==> src/rtl/flag_branch_unit.sv <==
// Flag register, branch condition evaluation and program counter sequencing.
// A taken branch redirects the pc and spends one FLUSH cycle before resuming.
module flag_branch_unit (
  input  logic        clk,
  input  logic        rst,
  input  logic        stall,
  input  logic        flagWrite,
  input  logic        carryFlag,
  input  logic        zFlag,
  input  logic        signFlag,
  input  logic        overflowFlag,
  input  logic        brValid,
  input  logic [3:0]  brCode,
  input  logic [31:0] brTarget,
  input  logic [31:0] regVal,
  output logic [31:0] pc,
  output logic        flush,
  output logic        linkWrite,
  output logic [31:0] linkAddr,
  output logic [3:0]  flagsOut,
  output logic        illegal
);

  typedef enum logic {
    RUN,
    FLUSH
  } stateT;

  localparam logic [3:0] CODE_CALL = 4'd10;

  stateT       state;
  logic        condTrue;
  logic        codeLegal;
  logic        taken;
  logic [31:0] pcPlus4;
  logic        unusedTargetBits;

  // Stored flag layout is {C,Z,S,V}; conditions see only the registered
  // copy, so a flagWrite in the same cycle does not influence the branch.
  always_comb begin
    condTrue  = 1'b0;
    codeLegal = 1'b1;
    case (brCode)
      4'd0:    condTrue = 1'b1;
      4'd1:    condTrue = regVal[31];
      4'd2:    condTrue = (regVal == 32'd0);
      4'd3:    condTrue = (regVal != 32'd0);
      4'd4:    condTrue = flagsOut[3];
      4'd5:    condTrue = ~flagsOut[3];
      4'd6:    condTrue = flagsOut[1];
      4'd7:    condTrue = ~flagsOut[1];
      4'd8:    condTrue = flagsOut[0];
      4'd9:    condTrue = ~flagsOut[0];
      4'd10:   condTrue = 1'b1;
      4'd11:   condTrue = 1'b1;
      default: codeLegal = 1'b0;
    endcase
  end

  assign taken            = brValid & codeLegal & condTrue;
  assign pcPlus4          = pc + 32'd4;
  assign unusedTargetBits = ^brTarget[1:0];

  // Pulses default low every unstalled cycle; only a RUN-state decision can
  // raise them, and RUN is always followed by FLUSH after a taken branch.
  always_ff @(posedge clk or posedge rst) begin
    if (rst) begin
      state     <= RUN;
      pc        <= 32'd0;
      flagsOut  <= 4'd0;
      flush     <= 1'b0;
      linkWrite <= 1'b0;
      linkAddr  <= 32'd0;
      illegal   <= 1'b0;
    end else if (stall) begin
      flush     <= 1'b0;
      linkWrite <= 1'b0;
      illegal   <= 1'b0;
    end else begin
      case (state)
        RUN: begin
          flush     <= taken;
          linkWrite <= taken && (brCode == CODE_CALL);
          illegal   <= brValid & ~codeLegal;
          if (flagWrite)
            flagsOut <= {carryFlag, zFlag, signFlag, overflowFlag};
          if (taken) begin
            pc    <= {brTarget[31:2], 2'b00};
            state <= FLUSH;
            if (brCode == CODE_CALL)
              linkAddr <= pcPlus4;
          end else begin
            pc <= pcPlus4;
          end
        end
        FLUSH: begin
          pc        <= pcPlus4;
          flush     <= 1'b0;
          linkWrite <= 1'b0;
          illegal   <= 1'b0;
          state     <= RUN;
        end
      endcase
    end
  end

endmodule
==> config.mk <==
export PLATFORM = sky130hd
export DESIGN_NAME = flag_branch_unit
export DESIGN_NICKNAME = d
export VERILOG_FILES = /design/src/rtl/flag_branch_unit.sv
export SDC_FILE = /design/constraint.sdc
export NUM_CORES = 1
export LEC_CHECK = 0
export CAP_MARGIN = 0
export CORE_MARGIN = 1.5
export CORE_UTILIZATION = 35
export DETAILED_ROUTE_END_ITERATION = 12
export GPL_TIMING_DRIVEN = 0
export PLACE_DENSITY = 0.76
export SYNTH_ARGS = -nofsm -noshare
export SYNTH_HDL_FRONTEND = slang
export SYNTH_SLANG_ARGS = --single-unit
==> constraint.sdc <==
create_clock -name clk -period 7.8 [get_ports clk]
set_input_delay 0.78 -clock clk [delete_from_list [all_inputs] [get_ports clk]]
set_output_delay 0.78 -clock clk [all_outputs]
set_load 0.01 [all_outputs]
Yosys cells after proc, flatten, opt, wreduce, memory -nomap -nowiden --
Cells that the tools add are included. W data, S select, Z words.
Storage, ports and cells: logic and storage cells 48, register bits after elaboration 72, input bits 77
Cells by class: eq/ne operators 11, bitwise gates (word level) 9, $add $sub $neg 1, muxes and demuxes 12, reductions and logical operators 8
Operator list (number):
- $pmux W32 S2 | 1
- $add A32 B3 Y32 const B | 1
- $logic_not A32 Y1 | 1
- $mux W32 | 1
- $reduce_bool A32 Y1 | 1
- $eq A4 B3 Y1 const B | 4
- $eq A4 B4 Y1 const B | 4
- $reduce_or A12 Y1 | 1
- $pmux W1 S10 | 1
- $eq A4 B2 Y1 const B | 2
- $pmux W1 S2 | 4
- $not A1 Y1 | 6
- $mux W1 | 5
- $eq A4 B1 Y1 const B | 1
- $logic_not A4 Y1 | 1
- $reduce_and A4 Y1 | 1
- $and A1 B1 Y1 | 3
- $reduce_and A3 Y1 | 1
- $reduce_or A3 Y1 | 1
- $logic_and A1 B1 Y1 | 1

Longest topological paths before layout --
depth in word-level cells 8, mapped depth 9

Least setup slack after synthesis --
Ideal clock, no wire load.
path kind input to register, start point in regVal[24], end point reg pc[12], stages 9, data arrival time 2509 ps, slack 5160 ps, setup time 131 ps, path through nor4_1 nand4_1 nor2_1 xor2_1 a21oi_2 buf_2 buf_2 mux2i_1 a22oi_1
Between the ends: word-level cells in the longest chain between the ends 5, elaborated cells between the ends (all ways) 6
RTL lines:
- start: declaration | line 15 | input logic [31:0] regVal,
- $reduce_bool A32 Y1 or $logic_not A32 Y1 (tied branches) | line 47, 46
- $pmux W1 S10 (*) | line 43 | case (brCode)
- $and A1 B1 Y1 (*) | line 60 | assign taken = brValid & codeLegal & condTrue;
- $mux W32 (*) | line 87 | if (taken) begin
- $pmux W32 S2 (*) | line 80 | case (state)
- end signal: assignment | line 88 | pc <= {brTarget[31:2], 2'b00};
- end signal: assignment | line 93 | pc <= pcPlus4;
- end signal: assignment | line 97 | pc <= pcPlus4;
- end: declaration | line 16 | output logic [31:0] pc,
Every way passes the cells marked *; elsewhere a longest branch is shown, timed or not. A chain may end at the register's enable or synchronous reset.

Final worst setup path --
start point in brCode[0], end point reg pc[29]
Between the ends: word-level cells in the longest chain between the ends 7, elaborated cells between the ends (all ways) 20
RTL lines:
- start: declaration | line 13 | input logic [3:0] brCode,
- $eq A4 B4 Y1, or another cell as far along | line 43
- $reduce_or A12 Y1 (no line)
- $mux W1 | line 43
- $and A1 B1 Y1 | line 60
- $and A1 B1 Y1 (*) | line 60
- $mux W32 (*) | line 87
- $pmux W32 S2 (*) | line 80
Marked as above.

==> impl_metrics.tcl <==
set metrics [dict create \
    status "completed" \
    remaining_drc_errors 0 \
    hold_path.class "flop to flop" \
    cts_tree "done" \
    switchingPower_mw 0.497 \
    clk_path_buf_depth 2 \
    core_um2 10500 \
    postCtsSetupRepairBufs 0 \
    multi_input_area_um2 1930 \
    die_h_um 108 \
    dr.pass1.iters 4 \
    vdd_drop_max_mv 0.136 \
    ctsResizeCount 0 \
    finClkSkew_ns 0.00778 \
    worst-setup-path-type "input port to flop" \
    path_cells "clkdlybuf4s50_1 > nor2_1 > nor3_1 > o21ai_0 > o211a_1 > a21oi_2 > buf_2 > buf_2 > mux2i_1 > a22oi_1" \
    slew_headroom_pct 42.0 \
    synthCells 411 \
    layout_min_cycle_time_ns 3.41 \
    postCtsHoldBufs 0 \
    grt_pass1_vias 3697 \
    pwr_density_cell_nw_per_um2 248 \
    p_leak_nw 2.34 \
    crit_path_start_kind "input port" \
    ant_nets 0 \
    area_delta_synth_final_pct 45.8 \
    synth_seq_cells 68 \
    antenna_found_initial 0 \
    clkPwrFrac_pct 17.8 \
    nets 644 \
    finalCritPeriodShare_pct 43.7 \
    setup_viol 0 \
    wl_per_cell_um 16.7 \
    final_hold_viol_count 0 \
    cp_top_family "buffers and inverters" \
    clk_pin_slew_ns 0.07 \
    rows 37 \
    tightest_slew_ns 0.870 \
    slowest_delay_ns 0.59 \
    power.internal_mw 0.886 \
    finalPower_mw 1.38 \
    worstPathArrival_ns 3.63 \
    ios 148 \
    rsz0062_at_grt "false" \
    initial_core_util_pct 36.6 \
    yosys_warnings 0 \
    routed_wl_mm 11.8 \
    required_ns 8.02 \
    synth_cell_types 47 \
    drt_iter0_markers 157 \
    grt_usage_pct 20.9 \
    clock_latency_ns 0.34 \
    critPathMaxFanout 10 \
    grt.overflow.total 0 \
    grt_pass1_wl_mm 18.5 \
    gp_congestion 0.814 \
    crit_buf_inv 3 \
    dp_hpwl_mm 8.77 \
    setup_tns_ns 0 \
    swShare_pct 35.9 \
    cts_root_buffer "clkbuf_8" \
    clock-sinks 68 \
    synthesis.area_um2 3830 \
    nFillCells 989 \
    finalMaxSlewViolations 0 \
    grt_max_degree 69 \
    seqCellArea_um2 1700 \
    layout-drive-gt1-share_pct 9.12 \
    ys_seq_area_share_pct 44.5 \
    die_x_um 108 \
    die-area_um2 11600 \
    seqPwrFrac_pct 40.4 \
    cts_buffers 9 \
    comb_power_share_pct 41.8 \
    num_vias 3659 \
    reg2reg_slack_ns 4.88 \
    postSynthAreaPerCell_um2 9.31 \
    vias_per_cell 5.18 \
    cp_common_cell "buf_2" \
    htreeDepth 3 \
    port_buffers 141 \
    crit_path_top_delay_cell "clkdlybuf4s50_1" \
    maxCapViolCount 0 \
    antenna_cells 0 \
    fmax_mhz 293 \
    endpoint_kind "flop" \
]
## registers in the layout, indices dropped and copies added, names as in the netlist
register / count
illegal: 1
pc: 30
flagsOut: 4
linkAddr: 30
linkWrite: 1
flush: 1
state: 1
## cells in the final DEF (no fill, tap or decap), types with 13 or more instances in the layout
| cell type | instances |
|---|---|
| a21oi_1 | 19 |
| clkdlybuf4s50_1 | 141 |
| dfrtp_1 | 68 |
| inv_1 | 15 |
| mux2_2 | 15 |
| nand2_1 | 56 |
| nand3_1 | 15 |
| nor2_1 | 13 |
| o21ai_0 | 38 |
| xor2_1 | 19 |
## layer usage
| metal | vias to the layer above | track usage, % | wire length (um) |
|---|---|---|---|
| li1 | 1750 | - | - |
| met1 | 1753 | 26.8 | 5060 |
| met2 | 142 | 35.8 | 5710 |
| met4 | 0 | 6.20 | 151 |
| met3 | 14 | 4.12 | 845 |
| met5 | - | 0 | 0 |
## Yosys cell counts, drive strengths merged
cell type   n  area share [%]
dfrtp      68              44
nand2      56             5.5
o21ai      38             5.0
a21oi      20             2.7
xor2       19             4.3
buf        18             2.7
inv        16             1.6
nand3      16             2.4
mux2       15             4.4
nor2       14             1.6
o22a       13             3.0
mux2i      12             3.1
clkbuf     11             1.1
nand4      11             2.0
or3        11             1.9
xnor2      11             2.5
nor4        9             1.5
and3        8             1.3
a211o       7             1.6
nor3        7            0.92
nor2b       4            0.65
a22oi       3            0.59
nor3b       3            0.59
o21a        3            0.59
a2bb2oi     2            0.46
and2        2            0.33
and4        2            0.46
o211a       2            0.52
a21o        1            0.20
a311o       1            0.26
a31oi       1            0.16
conb        1           0.098
ha          1            0.33
nand2b      1            0.16
o2bb2a      1            0.26
or2         1            0.16
or4         1            0.20
or4b        1            0.36
## final cells by class
| type | instances | area share (%) |
|---|---|---|
| Buffer | 29 | 2.62 |
| Clock buffer | 10 | 2.29 |
| Clock inverter | 5 | 0.538 |
| Inverter | 16 | 1.12 |
| Multi-Input combinational cell | 301 | 34.6 |
| Sequential cell | 68 | 30.5 |
| Tap cell | 136 | 3.05 |
| Timing Repair Buffer | 141 | 25.3 |
## final timing paths
check | startpoint | to | cells after the start
setup / recovery | brCode[0] | pc[29] | 10
hold / removal | linkAddr[21] | linkAddr[21] | 2
setup reg to reg | pc[2] | pc[30] | 8
hold reg to reg | linkAddr[21] | linkAddr[21] | 2
max in group asynchronous | rst | pc[8] | 2
min in group asynchronous | rst | illegal | 2
## tightest hold or removal path, stage by stage (launching register included)
cell and delay (ns):
dfrtp_1 0.34, nand2_1 0.05, o21ai_0 0.06
## cells by family (layout without fill, tap and decap cells)
family | count (synthesis) | count (layout) | share of synthesized area, %
DFF | 68 | 68 | 44.5
AOI/OAI and AO/OA | 92 | 92 | 15.3
muxes | 27 | 27 | 7.55
other | 1 | 4 | 0.0980
buffers and inverters | 45 | 201 | 5.39
adders and majority gates | 1 | 1 | 0.327
and+or+nand+nor | 147 | 147 | 20.0
xor gates and xnor gates | 30 | 30 | 6.86
## metrics by stage
step	worst slack (ns)	std cells	hold WS [ns]	util, %	instance area [um^2]
2_1_floorplan	5.16	414	0.505	-	3840
3_3_place_gp	4.05	691	0.465	51.8	5420
3_5_place_dp	4.03	691	0.470	51.8	5420
4_1_cts	4.40	706	0.486	53.3	5580
5_1_grt	4.20	706	0.516	53.3	5580
6_report	4.39	706	0.478	53.3	5580
## power by group through the flow
stage | combinational [mW] | clock [mW] | sequential (mW)
after global routing | 0.629 | 0.267 | 0.575
after CTS | 0.583 | 0.252 | 0.557
after detailed placement | 0.580 | 0 | 0.563
after global placement | 0.567 | 0 | 0.558
final | 0.579 | 0.246 | 0.559
after floorplan | 0.240 | 0 | 0.589
No activity file was read; power rests on OpenSTA's default activity.
